### src/rtl/boot_ram_arbiter.sv
// -----------------------------------------------------------------------------
// boot_ram_arbiter
//
// Boot sequencer and RAM write-port arbiter for the arlet6502 FPGA build.
// After reset the block waits for start, runs the RAM loader to preload the
// reset vector and program, holds the CPU in reset for RESET_HOLD cycles and
// then releases it. From then on the single RAM port belongs to the CPU,
// except when the host/debug requester takes it through a stall-and-grant
// handshake (CPU is stalled one DRAIN cycle before the host is granted).
//
// Ports
//   clk, rst_n            system clock, synchronous active-low reset
//   start                 level: begin (or restart from RUN) the boot load
//   ldr_rst, ldr_load     loader reset (active high) and enable
//   ldr_done              loader finished
//   ldr_addr/data/we      loader RAM write request
//   cpu_addr/dout/we      CPU RAM write request
//   cpu_rst, cpu_rdy      CPU reset (active high) and ready (0 = stall)
//   host_req, host_gnt    host request (level) and grant
//   host_addr/data/we     host RAM write request
//   ram_addr/din/we       the shared RAM port
//   state_o               current state encoding
//   err                   sticky load-timeout flag
// -----------------------------------------------------------------------------
module boot_ram_arbiter #(
    parameter int RESET_HOLD   = 4,   // CPU reset cycles after load (>= 1)
    parameter int LOAD_TIMEOUT = 64   // max LOAD cycles before ERROR
) (
    input  logic        clk,
    input  logic        rst_n,
    input  logic        start,
    output logic        ldr_rst,
    output logic        ldr_load,
    input  logic        ldr_done,
    input  logic [15:0] ldr_addr,
    input  logic [7:0]  ldr_data,
    input  logic        ldr_we,
    input  logic [15:0] cpu_addr,
    input  logic [7:0]  cpu_dout,
    input  logic        cpu_we,
    output logic        cpu_rst,
    output logic        cpu_rdy,
    input  logic        host_req,
    output logic        host_gnt,
    input  logic [15:0] host_addr,
    input  logic [7:0]  host_data,
    input  logic        host_we,
    output logic [15:0] ram_addr,
    output logic [7:0]  ram_din,
    output logic        ram_we,
    output logic [2:0]  state_o,
    output logic        err
);

    // Counters are wide enough to hold their terminal values; the state
    // machine leaves LOAD/SETTLE before either could wrap.
    localparam int LD_W   = $clog2(LOAD_TIMEOUT + 1);
    localparam int HOLD_W = $clog2(RESET_HOLD + 1);

    localparam logic [LD_W-1:0]   LD_LAST   = LD_W'(LOAD_TIMEOUT - 1);
    localparam logic [HOLD_W-1:0] HOLD_LAST = HOLD_W'(RESET_HOLD - 1);

    typedef enum logic [2:0] {
        S_IDLE   = 3'd0,
        S_LOAD   = 3'd1,
        S_SETTLE = 3'd2,
        S_RUN    = 3'd3,
        S_DRAIN  = 3'd4,
        S_HOST   = 3'd5,
        S_ERROR  = 3'd6
    } state_t;

    state_t              state_q, state_d;
    logic [LD_W-1:0]     ld_cnt_q, ld_cnt_d;
    logic [HOLD_W-1:0]   hold_cnt_q, hold_cnt_d;

    logic ldr_rst_q,  ldr_rst_d;
    logic ldr_load_q, ldr_load_d;
    logic cpu_rst_q,  cpu_rst_d;
    logic cpu_rdy_q,  cpu_rdy_d;
    logic host_gnt_q, host_gnt_d;
    logic err_q,      err_d;

    // -------------------------------------------------------------------------
    // State register
    // -------------------------------------------------------------------------
    // NOTE: sequential state uses non-blocking assignments so every register
    // samples the pre-edge value of every other register.
    always_ff @(posedge clk) begin
        if (!rst_n) begin
            state_q    <= S_IDLE;
            ld_cnt_q   <= '0;
            hold_cnt_q <= '0;
            ldr_rst_q  <= 1'b1;
            ldr_load_q <= 1'b0;
            cpu_rst_q  <= 1'b1;
            cpu_rdy_q  <= 1'b0;
            host_gnt_q <= 1'b0;
            err_q      <= 1'b0;
        end else begin
            state_q    <= state_d;
            ld_cnt_q   <= ld_cnt_d;
            hold_cnt_q <= hold_cnt_d;
            ldr_rst_q  <= ldr_rst_d;
            ldr_load_q <= ldr_load_d;
            cpu_rst_q  <= cpu_rst_d;
            cpu_rdy_q  <= cpu_rdy_d;
            host_gnt_q <= host_gnt_d;
            err_q      <= err_d;
        end
    end

    // -------------------------------------------------------------------------
    // Next-state logic (state and counters)
    // -------------------------------------------------------------------------
    // NOTE: every combinational output gets a default before the case so no
    // path leaves it unassigned and no latch is inferred.
    always_comb begin
        state_d = state_q;

        unique case (state_q)
            S_IDLE: begin
                if (start) state_d = S_LOAD;
            end
            S_LOAD: begin
                // ldr_done is only trusted once the loader has left reset.
                if (ldr_done && (ld_cnt_q != '0)) state_d = S_SETTLE;
                else if (ld_cnt_q == LD_LAST)     state_d = S_ERROR;
            end
            S_SETTLE: begin
                if (hold_cnt_q == HOLD_LAST) state_d = S_RUN;
            end
            S_RUN: begin
                // A reload request outranks a host request.
                if (start)         state_d = S_LOAD;
                else if (host_req) state_d = S_DRAIN;
            end
            S_DRAIN: begin
                state_d = host_req ? S_HOST : S_RUN;
            end
            S_HOST: begin
                if (!host_req) state_d = S_RUN;
            end
            S_ERROR: begin
                state_d = S_ERROR;
            end
            default: begin
                state_d = S_IDLE;
            end
        endcase

        // Counters run only while the machine stays in their state and
        // restart from zero on every entry.
        ld_cnt_d = '0;
        if ((state_q == S_LOAD) && (state_d == S_LOAD)) ld_cnt_d = ld_cnt_q + 1'b1;

        hold_cnt_d = '0;
        if ((state_q == S_SETTLE) && (state_d == S_SETTLE)) hold_cnt_d = hold_cnt_q + 1'b1;
    end

    // -------------------------------------------------------------------------
    // Output logic
    // -------------------------------------------------------------------------
    always_comb begin
        // Control outputs are registered decodes of the state being entered,
        // so each one changes on exactly the edge that makes the transition.
        ldr_rst_d  = (state_d != S_LOAD);
        ldr_load_d = (state_d == S_LOAD);
        cpu_rst_d  = !((state_d == S_RUN) || (state_d == S_DRAIN) || (state_d == S_HOST));
        cpu_rdy_d  = (state_d == S_RUN);
        host_gnt_d = (state_d == S_HOST);
        err_d      = err_q || (state_d == S_ERROR);

        // NOTE: the RAM port is a pure mux of the registered state, so it
        // needs no reset of its own: reset forces IDLE, which drives zeros.
        ram_addr = '0;
        ram_din  = '0;
        ram_we   = 1'b0;

        unique case (state_q)
            S_LOAD: begin
                ram_addr = ldr_addr;
                ram_din  = ldr_data;
                // Cycle 0 still sees the loader's reset outputs, and the
                // cycle that reports done carries no new write.
                ram_we   = ldr_we && (ld_cnt_q != '0) && !ldr_done;
            end
            S_RUN: begin
                ram_addr = cpu_addr;
                ram_din  = cpu_dout;
                ram_we   = cpu_we;
            end
            S_DRAIN: begin
                // CPU is stalled from this cycle; its bus is visible but
                // must not write.
                ram_addr = cpu_addr;
                ram_din  = cpu_dout;
                ram_we   = 1'b0;
            end
            S_HOST: begin
                ram_addr = host_addr;
                ram_din  = host_data;
                ram_we   = host_we;
            end
            default: begin
                ram_addr = '0;
                ram_din  = '0;
                ram_we   = 1'b0;
            end
        endcase
    end

    assign ldr_rst  = ldr_rst_q;
    assign ldr_load = ldr_load_q;
    assign cpu_rst  = cpu_rst_q;
    assign cpu_rdy  = cpu_rdy_q;
    assign host_gnt = host_gnt_q;
    assign err      = err_q;
    assign state_o  = state_q;

    // -------------------------------------------------------------------------
    // Invariants
    // -------------------------------------------------------------------------
    a_rdy_gnt_exclusive : assert property (@(posedge clk) disable iff (!rst_n)
        !(cpu_rdy_q && host_gnt_q));

    a_state_legal : assert property (@(posedge clk) disable iff (!rst_n)
        state_q != 3'd7);

    a_err_sticky : assert property (@(posedge clk) disable iff (!rst_n)
        err_q |=> err_q);

    a_error_holds_cpu : assert property (@(posedge clk) disable iff (!rst_n)
        (state_q == S_ERROR) |-> (cpu_rst_q && !ldr_load_q && ldr_rst_q));

endmodule

### config.mk
export PLATFORM = sky130hd
export DESIGN_NAME = boot_ram_arbiter
export DESIGN_NICKNAME = d
export VERILOG_FILES = /design/src/rtl/boot_ram_arbiter.sv
export SDC_FILE = /design/constraint.sdc
export NUM_CORES = 1
export LEC_CHECK = 0
export BUFFER_PORTS_ARGS = -buffer_cell sky130_fd_sc_hd__buf_2
export CAP_MARGIN = 20
export CORE_MARGIN = 2
export CORE_UTILIZATION = 41
export CTS_CLUSTER_SIZE = 14
export DETAILED_ROUTE_END_ITERATION = 8
export GPL_TIMING_DRIVEN = 0
export HOLD_SLACK_MARGIN = 0.12
export PLACE_DENSITY = 0.87
export SYNTH_ARGS = -nofsm -noshare
export SYNTH_HDL_FRONTEND = slang
export SYNTH_SLANG_ARGS = --single-unit
### constraint.sdc
create_clock -name clk -period 2.9 [get_ports clk]
set_input_delay 0.145 -clock clk [delete_from_list [all_inputs] [get_ports clk]]
set_output_delay 0.145 -clock clk [all_outputs]
set_load 0.01 [all_outputs]
==> run_results.csv, run 1 <==
group,metric,value,unit
cts,root_buffer,"clkbuf_8",
detailed_routing,routed_via_density,5.254,
global_routing,track_usage,23.26,%
run,drv_cap,0,
pwr,ir_drop,0.0001532,V
setup_path,crit_family,"buffers and inverters",
synthesis,synthMuxAreaShare,14.99,%
setup_path,timing.critical_path.mode_cell,"buf_2",
pwr,total_power,0.6424,mW
synthesis,synthTopCellsByArea,"dfxtp_1, mux2i_1, a21oi_1",
synthesis,synthSimpleGateAreaFrac,28.42,%
synthesis,synth_top_family_by_area,"simple AND/OR/NAND/NOR gates",
floorplan,io_pins,114,
sta,timing.hold.ws,0.1698,ns
status,status,"finished clean",
sta,setup_viol,0,
synthesis,synthTopCellsByCount,"nor2_1, nand2_1, a21oi_1",
cts,path_clk_slew,0.07,ns
placement,io_buffer_count,113,
setup_path,crit_type,"reg -> out",
detailed_routing,routedWlPerCell,12.54,µm
placement,hpwlAfterDp,4003,µm
floorplan,core_area,3716,µm²
setup_path,cp.required,2.76,ns
worst_hold_path,hp-class,"in -> reg",
cts,clock_path_buffers,2,
sta,period_needed,2.554,ns
detailed_routing,drtIter0Drc,146,
cts,clk_latency,0.25,ns
sta,fmax,391.5,MHz
sta,grt_setup_unrepaired,"false",
global_routing,grt_pass1_vias,1935,
detailed_routing,wl_met3,328,µm
synthesis,yosysWarnings,0,
setup_path,critPathBufInv,4,
floorplan,die_w,66.53,µm
synthesis,synth_compound_area_share,21.08,%
sta,tightest_slew,0.6605,ns
placement,dpl_cell_area,2228,µm²
synthesis,synth_edf_count,0,
detailed_routing,met1_length,2104,µm
pwr,p_per_area,282.4,nW/µm²
floorplan,num_rows,22,
global_routing,grt_max_degree,12,
placement,dpl_worst_slack,0.5968,ns
setup_path,path_cells,"clkbuf_1, buf_2, buf_1, mux2i_1, nor2_1, a21oi_1, o21ai_0, buf_2",
final_layout,final_cells,398,
detailed_routing,drc_errors,0,
cts,cts_buffers,3,
cts,cts_resized,0,
detailed_routing,via_count,2091,
cts,htree_levels,1,
sta,hold_viol_final,0,
placement,place.gp.congestion,0.9248,
synthesis,ys_seq_elements,19,
setup_path,critPathArrivalTime,2.41,ns
global_routing,overflow,0,
detailed_routing,highest_layer,"met4",
final_layout,final_area,2275,µm²
sta,finClkSkew,0.001952,ns
cts,hold_buffers,0,
final_layout,diodes,0,
detailed_routing,dr.pass1.iters,4,
synthesis,synth_area,1603,µm²
global_routing,antenna_found_initial,0,
setup_path,worst_path_largest_cell_delay,0.55,ns
final_layout,nets,435,
synthesis,yosysMostFrequentCell,"nor2_1",
setup_path,worst-path-max-fanout,10,
final_layout,drive_gt1_share,35.43,%
floorplan,die_h,66.53,µm
cts,clock_sinks,19,
cts,cts_setup_buffers,0,
cts,cts_tree,"yes",
floorplan,die-area,4426,µm²
synthesis,syn_inst,233,
synthesis,synth_fa_ha_area_share,3.123,%
floorplan,start_util,43.13,%
setup_path,worstSetupStartpointType,"flop",
synthesis,synth_seq_area_share,23.73,%
final_layout,area_delta_synth_final,41.92,%
final_layout,final_util,61.21,%
setup_path,crit_slowest_cell,"buf_1",
detailed_routing,met2WireLength,2479,µm
detailed_routing,totalWireLength,4991,µm
setup_path,end_kind,"output port",
global_routing,grt_pass1_wl,8238,µm
sta,fin_crit_sh,88.08,%
synthesis,synth_area_leader_cell,"dfxtp_1",
pwr,power.static_leakage,1.025,nW
detailed_routing,ant_nets,0,
sta,drv_slew,0,
sta,slew_headroom,55.97,%
synthesis,syn_nets,317,
sta,fin_ws,0.3456,ns
synthesis,synthArstFlopShare,0,%
synthesis,ys_types,38,
synthesis,synth_top_area_share,23.73,%
placement,dp.cells,394,
synthesis,synth-main-ff-cell,"dfxtp_1",
synthesis,synthXorXnorAreaFrac,2.732,%
synthesis,avgSynthCellArea,6.879,µm²
sta,fin_setup_tns,0,ns
placed cells by master (no fill, tap or decap), drive strengths merged, types with 2 or more instances in the layout:
cell,synthesis,routed
and2,3,3
dfxtp,19,19
inv,6,6
clkbuf,12,15
nand2,29,29
xnor2,3,3
ha,4,4
nand2b,2,2
clkinv,1,2
xor2,2,2
nand3b,2,2
and2b,2,2
a21oi,28,28
buf,5,118
and3,6,6
nor3,10,10
mux2i,24,24
nand3,4,4
o21ai,26,26
nor2,30,30
per-layer routing:
layer	vias up	global-route usage, %
met1	924	28.57
met3	11	2.872
met5	-	0
li1	1057	-
met4	0	7.653
met2	99	41.63
where the power goes:
part	total [mW]	leakage (nW)	internal, mW	switching (mW)
registers	0.271	0.154	0.267	0.00439
logic	0.189	0.846	0.0913	0.0979
clock network	0.182	0.0255	0.0955	0.0867
cells by family after synthesis:
| family | Yosys count |
|---|---|
| and+or+nand+nor | 95 |
| DFF | 19 |
| AOI/OAI and AO/OA | 62 |
| muxes | 24 |
| adders and majority gates | 4 |
| buffers and inverters | 24 |
| xor gates and xnor gates | 5 |
cell type report:
type | instances | area [µm²]
multi-input combinational | 190 | 1127
timing repair buffer | 113 | 565.5
sequential | 19 | 380.4
clock inverter | 1 | 5.005
buffer | 17 | 68.82
tap | 48 | 60.06
clock buffer | 3 | 41.29
inverter | 7 | 26.28
fill | 349 | 1441
state kept, by name, indices dropped and copies added, names as in the netlist:
signal      cells
ldr_load        1
err             1
hold_cnt_q      3
state_o         3
host_gnt        1
ld_cnt_q        7
cpu_rdy         1
ldr_rst         1
cpu_rst         1
worst paths after layout:
path | startpoint | slack [ns] | depth (start not counted) | to
setup / recovery | state_o[2] | 0.35 | 8 | ram_addr[14]
setup reg to reg | state_o[2] | 0.61 | 8 | ld_cnt_q[4]
hold / removal | rst_n | 0.17 | 2 | state_o[0]
hold reg to reg | hold_cnt_q[0] | 0.43 | 1 | hold_cnt_q[0]
Note: power is estimated with default switching activity, not from simulation.
==> run 2, diff against run 1 <==
CORE_UTILIZATION = 44   (was 41)
PLACE_DENSITY = 0.92   (was 0.87)
clock period = 3.1 ns   (was 2.9 ns; I/O delays follow)
==> run 2 against run 1 <==
Global-route usage is 0.74 points higher. Sequential share of layout area is 0.14 points higher. Wire length is 2.6% higher. Total power is 12% lower. Flip-flop and latch count stayed put. Worst setup slack better by 0.10 ns. Register-to-register slack better by 0.17 ns. Die area is 6.4% lower. Cell count is 0.50% lower. Design area is 0.83% lower. First-iteration DRC count is 68% higher. Sequential power is 6% lower. Critical path type unchanged. Highest routed layer unchanged.
==> run_results.csv, run 2 (same netlist as run 1, synthesis figures left out) <==
group,metric,value,unit
status,status,"finished clean",
detailed_routing,routedWlPerCell,12.93,µm
final_layout,most-common-layout-cells,"buf_2, nor2_1, nand2_1, a21oi_1, o21ai_0",
global_routing,gr-usage-met3,2.113,%
placement,io_buffer_count,113,
setup_path,worstSetupPathDepth,8,
detailed_routing,drtIter0Drc,245,
setup_path,crit_type,"reg -> out",
pwr,p_per_area,251.8,nW/µm²
pwr,ir_drop,0.0001542,V
floorplan,start_util,46.92,%
worst_hold_path,whs_path_depth,2,
final_layout,final_util,66.04,%
setup_path,crit_family,"buffers and inverters",
final_layout,diodes,0,
cts,htree_levels,1,
setup_path,worstSetupStartpoint,"state_o[2]",
detailed_routing,dr.pass1.iters,5,
cts,clock_sinks,19,
global_routing,overflow,0,
sta,drv_slew,0,
sta,grt_setup_unrepaired,"false",
global_routing,antenna_found_initial,0,
placement,hpwlAfterDp,4030,µm
setup_path,worst_path_largest_cell_delay,0.54,ns
cts,cts_resized,0,
final_layout,area_delta_synth_final,40.75,%
final_layout,top_register,"ld_cnt_q",
cts,hold_buffers,0,
worst_hold_path,hp-class,"in -> reg",
setup_path,path_cells,"clkbuf_1, buf_2, buf_1, mux2i_1, nor2_1, a21oi_1, o21ai_0, buf_2",
sta,slew_headroom,56.72,%
cts,cts_buffers,3,
final_layout,drive_gt1_share,35.43,%
placement,dp.cells,392,
setup_path,cp.required,2.94,ns
floorplan,io_pins,114,
final_layout,final_cells,396,
detailed_routing,via_count,2122,
sta,fmax,377.0,MHz
placement,place.gp.congestion,0.8524,
floorplan,die_h,64.36,µm
pwr,power.static_leakage,1.014,nW
placement,dpl_worst_slack,0.8031,ns
floorplan,die_w,64.36,µm
global_routing,met2_usage,44.27,%
cts,cts_tree,"yes",
global_routing,grt_pass1_wl,8162,µm
global_routing,grt_pass1_vias,1917,
detailed_routing,routed_via_density,5.359,
sta,period_needed,2.653,ns
cts,path_clk_slew,0.12,ns
setup_path,worst-path-max-fanout,10,
setup_path,crit_slowest_cell,"buf_1",
setup_path,critPathArrivalTime,2.50,ns
sta,fin_ws,0.4474,ns
run,drv_cap,0,
setup_path,timing.rr.start,"state_o[0]",
floorplan,num_rows,21,
sta,finClkSkew,0.008656,ns
sta,fin_crit_sh,85.57,%
floorplan,die-area,4142,µm²
cts,clk_latency,0.31,ns
setup_path,timing.critical_path.mode_cell,"buf_2",
detailed_routing,drc_errors,0,
cts,root_buffer,"clkbuf_4",
sta,fin_setup_tns,0,ns
setup_path,critPathBufInv,4,
final_layout,final_common_cell,"buf_2",
setup_path,end_kind,"output port",
sta,tightest_slew,0.6492,ns
sta,hold_viol_final,0,
worst_hold_path,hp-start,"rst_n",
detailed_routing,totalWireLength,5119,µm
sta,timing.hold.ws,0.1363,ns
cts,clock_path_buffers,2,
detailed_routing,ant_nets,0,
sta,setup_viol,0,
global_routing,grt_use_met1,28.83,%
floorplan,core_area,3416,µm²
global_routing,grt_max_degree,13,
setup_path,reg2reg_depth,7,
setup_path,worstSetupStartpointType,"flop",
final_layout,largest_reg_flops,7,
final_layout,nets,435,
cts,cts_setup_buffers,0,
global_routing,track_usage,24.00,%
global_routing,top_usage_layer,"met2",
run 2: path summary, 6_finish.rpt:
kind / to / slack [ns]
max: ram_addr[13] / 0.45
min: state_o[0] / 0.14
max reg2reg: ld_cnt_q[2] / 0.78
min reg2reg: hold_cnt_q[0] / 0.46
run 2: per-layer routing:
metal  wire length (µm)  vias up
li1                   -     1053
met1               2124      943
met2               2575      115
met3                347       11
met4                 72        0
met5                  0        -
run 2: where the power goes:
part	total (mW)	switching, mW	internal (mW)	leakage [nW]
logic	0.178	0.0924	0.0853	0.846
clock network	0.136	0.0868	0.0492	0.0139
registers	0.254	0.00467	0.250	0.154
run 2: area by class of cell:
class	count	area, µm²
Timing Repair Buffer	113	565.5
Fill cell	289	1160
Inverter	7	26.28
Buffer	17	68.82
Sequential cell	19	380.4
Tap cell	46	57.56
Clock inverter	1	7.507
Clock buffer	3	22.52
Multi-Input combinational cell	190	1127
run 2: stage by stage:
stage	area, µm²	total power [mW]
after floorplan	1603	0.3410
after global placement	2226	0.4307
after detailed placement	2226	0.4350
after CTS	2256	0.5631
after global routing	2256	0.5935
final	2256	0.5680
==> run 3, diff against run 2 <==
PLACE_DENSITY = 0.85   (was 0.92)
==> run 3 against run 2 <==
Total power is 1.6% lower. Largest power group unchanged. Worst setup slack got worse by 0.044 ns. Critical path depth did not move. First-iteration DRC count is 47% lower. Clock skew fell by 0.0052 ns. Die area unchanged. Combinational power about the same. Flip-flop and latch count did not move. Critical path type unchanged. Critical endpoint is now ram_addr[11]. Design area fell by 0.11%.
==> run_results.csv, run 3 (same netlist as run 1, synthesis figures left out) <==
group,metric,value,unit
detailed_routing,via_count,2079,
final_layout,final_common_cell,"buf_2",
sta,drv_slew,0,
setup_path,cp.required,2.94,ns
setup_path,reg2reg_depth,8,
pwr,power.switching,0.1756,mW
pwr,power.internal,0.3831,mW
placement,place.gp.congestion,0.8919,
pwr,pwr-share-clk,23.0,%
floorplan,start_util,46.92,%
cts,clk_latency,0.31,ns
cts,path_clk_slew,0.11,ns
pwr,pwr-share-comb,31.6,%
status,status,"finished clean",
setup_path,crit_type,"reg -> out",
pwr,ir_drop,0.0001269,V
global_routing,grt_pass1_wl,7859,µm
cts,clock_sinks,19,
sta,finClkSkew,0.003429,ns
sta,timing.hold.ws,0.1193,ns
sta,fmax,370.8,MHz
floorplan,die_w,64.36,µm
floorplan,die_h,64.36,µm
detailed_routing,drtIter0Drc,129,
detailed_routing,routedWlPerCell,12.53,µm
detailed_routing,drc_errors,0,
detailed_routing,totalWireLength,4961,µm
setup_path,worst-path-max-fanout,10,
floorplan,num_rows,21,
cts,cts_tree,"yes",
setup_path,worstSetupStartpoint,"state_o[2]",
placement,dpl_worst_slack,0.7448,ns
global_routing,grt_pass1_vias,1889,
setup_path,timing.rr.start,"state_o[2]",
final_layout,area_delta_synth_final,40.59,%
worst_hold_path,hp-class,"in -> reg",
placement,dp.cells,392,
cts,hold_buffers,0,
setup_path,rrSetupSlack,0.80,ns
final_layout,multiInputGateArea,1127,µm²
sta,fin_setup_tns,0,ns
final_layout,final_util,65.97,%
run,drv_cap,0,
pwr,pwr-share-seq,45.4,%
setup_path,worstSetupStartpointType,"flop",
final_layout,final_cells,396,
final_layout,top_register,"ld_cnt_q",
cts,clock_path_buffers,2,
cts,cts_resized,0,
setup_path,critPathArrivalTime,2.54,ns
placement,hpwlAfterDp,3944,µm
sta,hold_viol_final,0,
final_layout,drive_gt1_share,35.43,%
sta,period_needed,2.697,ns
final_layout,largest_reg_flops,7,
placement,dpl_cell_area,2226,µm²
cts,root_buffer,"clkbuf_4",
global_routing,overflow,0,
pwr,p_sw_share,31.43,%
floorplan,core_area,3416,µm²
setup_path,r2r-end,"ld_cnt_q[6]",
cts,htree_levels,1,
final_layout,nets,435,
worst_hold_path,min_to,"state_o[0]",
final_layout,final_area,2253,µm²
detailed_routing,routed_via_density,5.250,
sta,setup_viol,0,
floorplan,io_pins,114,
worst_hold_path,whs_path_depth,2,
pwr,total_power,0.5588,mW
sta,tightest_slew,0.6913,ns
final_layout,most-common-layout-cells,"buf_2, nor2_1, nand2_1, a21oi_1, o21ai_0",
final_layout,regArea,380.4,µm²
detailed_routing,dr.pass1.iters,4,
cts,cts_setup_buffers,0,
sta,fin_crit_sh,86.99,%
final_layout,diodes,0,
sta,fin_ws,0.4034,ns
floorplan,die-area,4142,µm²
sta,slew_headroom,53.91,%
placement,io_buffer_count,113,
pwr,p_per_area,248.0,nW/µm²
sta,grt_setup_unrepaired,"false",
final_layout,fillers,314,
cts,cts_buffers,3,
detailed_routing,ant_nets,0,
setup_path,end_kind,"output port",
pwr,power.static_leakage,1.017,nW
global_routing,antenna_found_initial,0,
global_routing,grt_max_degree,12,
global_routing,track_usage,23.16,%
worst_hold_path,hp-start,"rst_n",
-- run 3: cell types whose count changed in the layout (fill, tap and decap cells not counted) --
cell	delta
clkinv_2	+1
clkinvlp_4	-1
-- run 3: power groups by stage --
stage                     combinational (mW)  clock [mW]  sequential, mW
after floorplan                       0.0800           0           0.261
after detailed placement               0.175           0           0.259
after CTS                              0.176       0.125           0.254
after global routing                   0.195       0.138           0.255
after global placement                 0.172           0           0.259
final                                  0.176       0.129           0.254
-- run 3: worst max-delay path, stage by stage, from the launching register on --
cell and delay [ns]:
dfxtp_1 0.34, clkbuf_1 0.28, buf_2 0.33, buf_1 0.57, mux2i_1 0.26, nor2_1 0.05, a21oi_1 0.11, o21ai_0 0.11
buf_2 0.17
-- run 3: metal layers --
layer  vias to the layer above  part of all wire [%]  global-route usage (%)  routed length (µm)
met3                         9                   6.2                   2.113                 310
li1                       1054                     -                       -                   -
met4                         0                   1.4                   7.713                  70
met5                         -                     0                       0                   0
met2                        88                    52                   44.27                2585
met1                       928                    40                   26.60                1995
-- run 3: how the worst max path moves through the flow --
stage	to	slack, ns	cells after the start
finish	ram_addr[11]	0.40	8
global route	ram_din[5]	0.22	8
CTS	ram_addr[11]	0.40	8
detailed placement	ram_addr[11]	0.74	8
global placement	ram_addr[11]	0.77	8
floorplan	ld_cnt_q[1]	0.93	7
-- run 3: area by class of cell --
type | count | share of cell area [%]
plain buffers | 17 | 3.054
inverters | 7 | 1.166
flip-flops and latches | 19 | 16.88
multi-input cells | 190 | 50.03
repair buffers | 113 | 25.10
clock buffers | 3 | 0.9994
clock inverters | 1 | 0.2221
well taps | 46 | 2.554
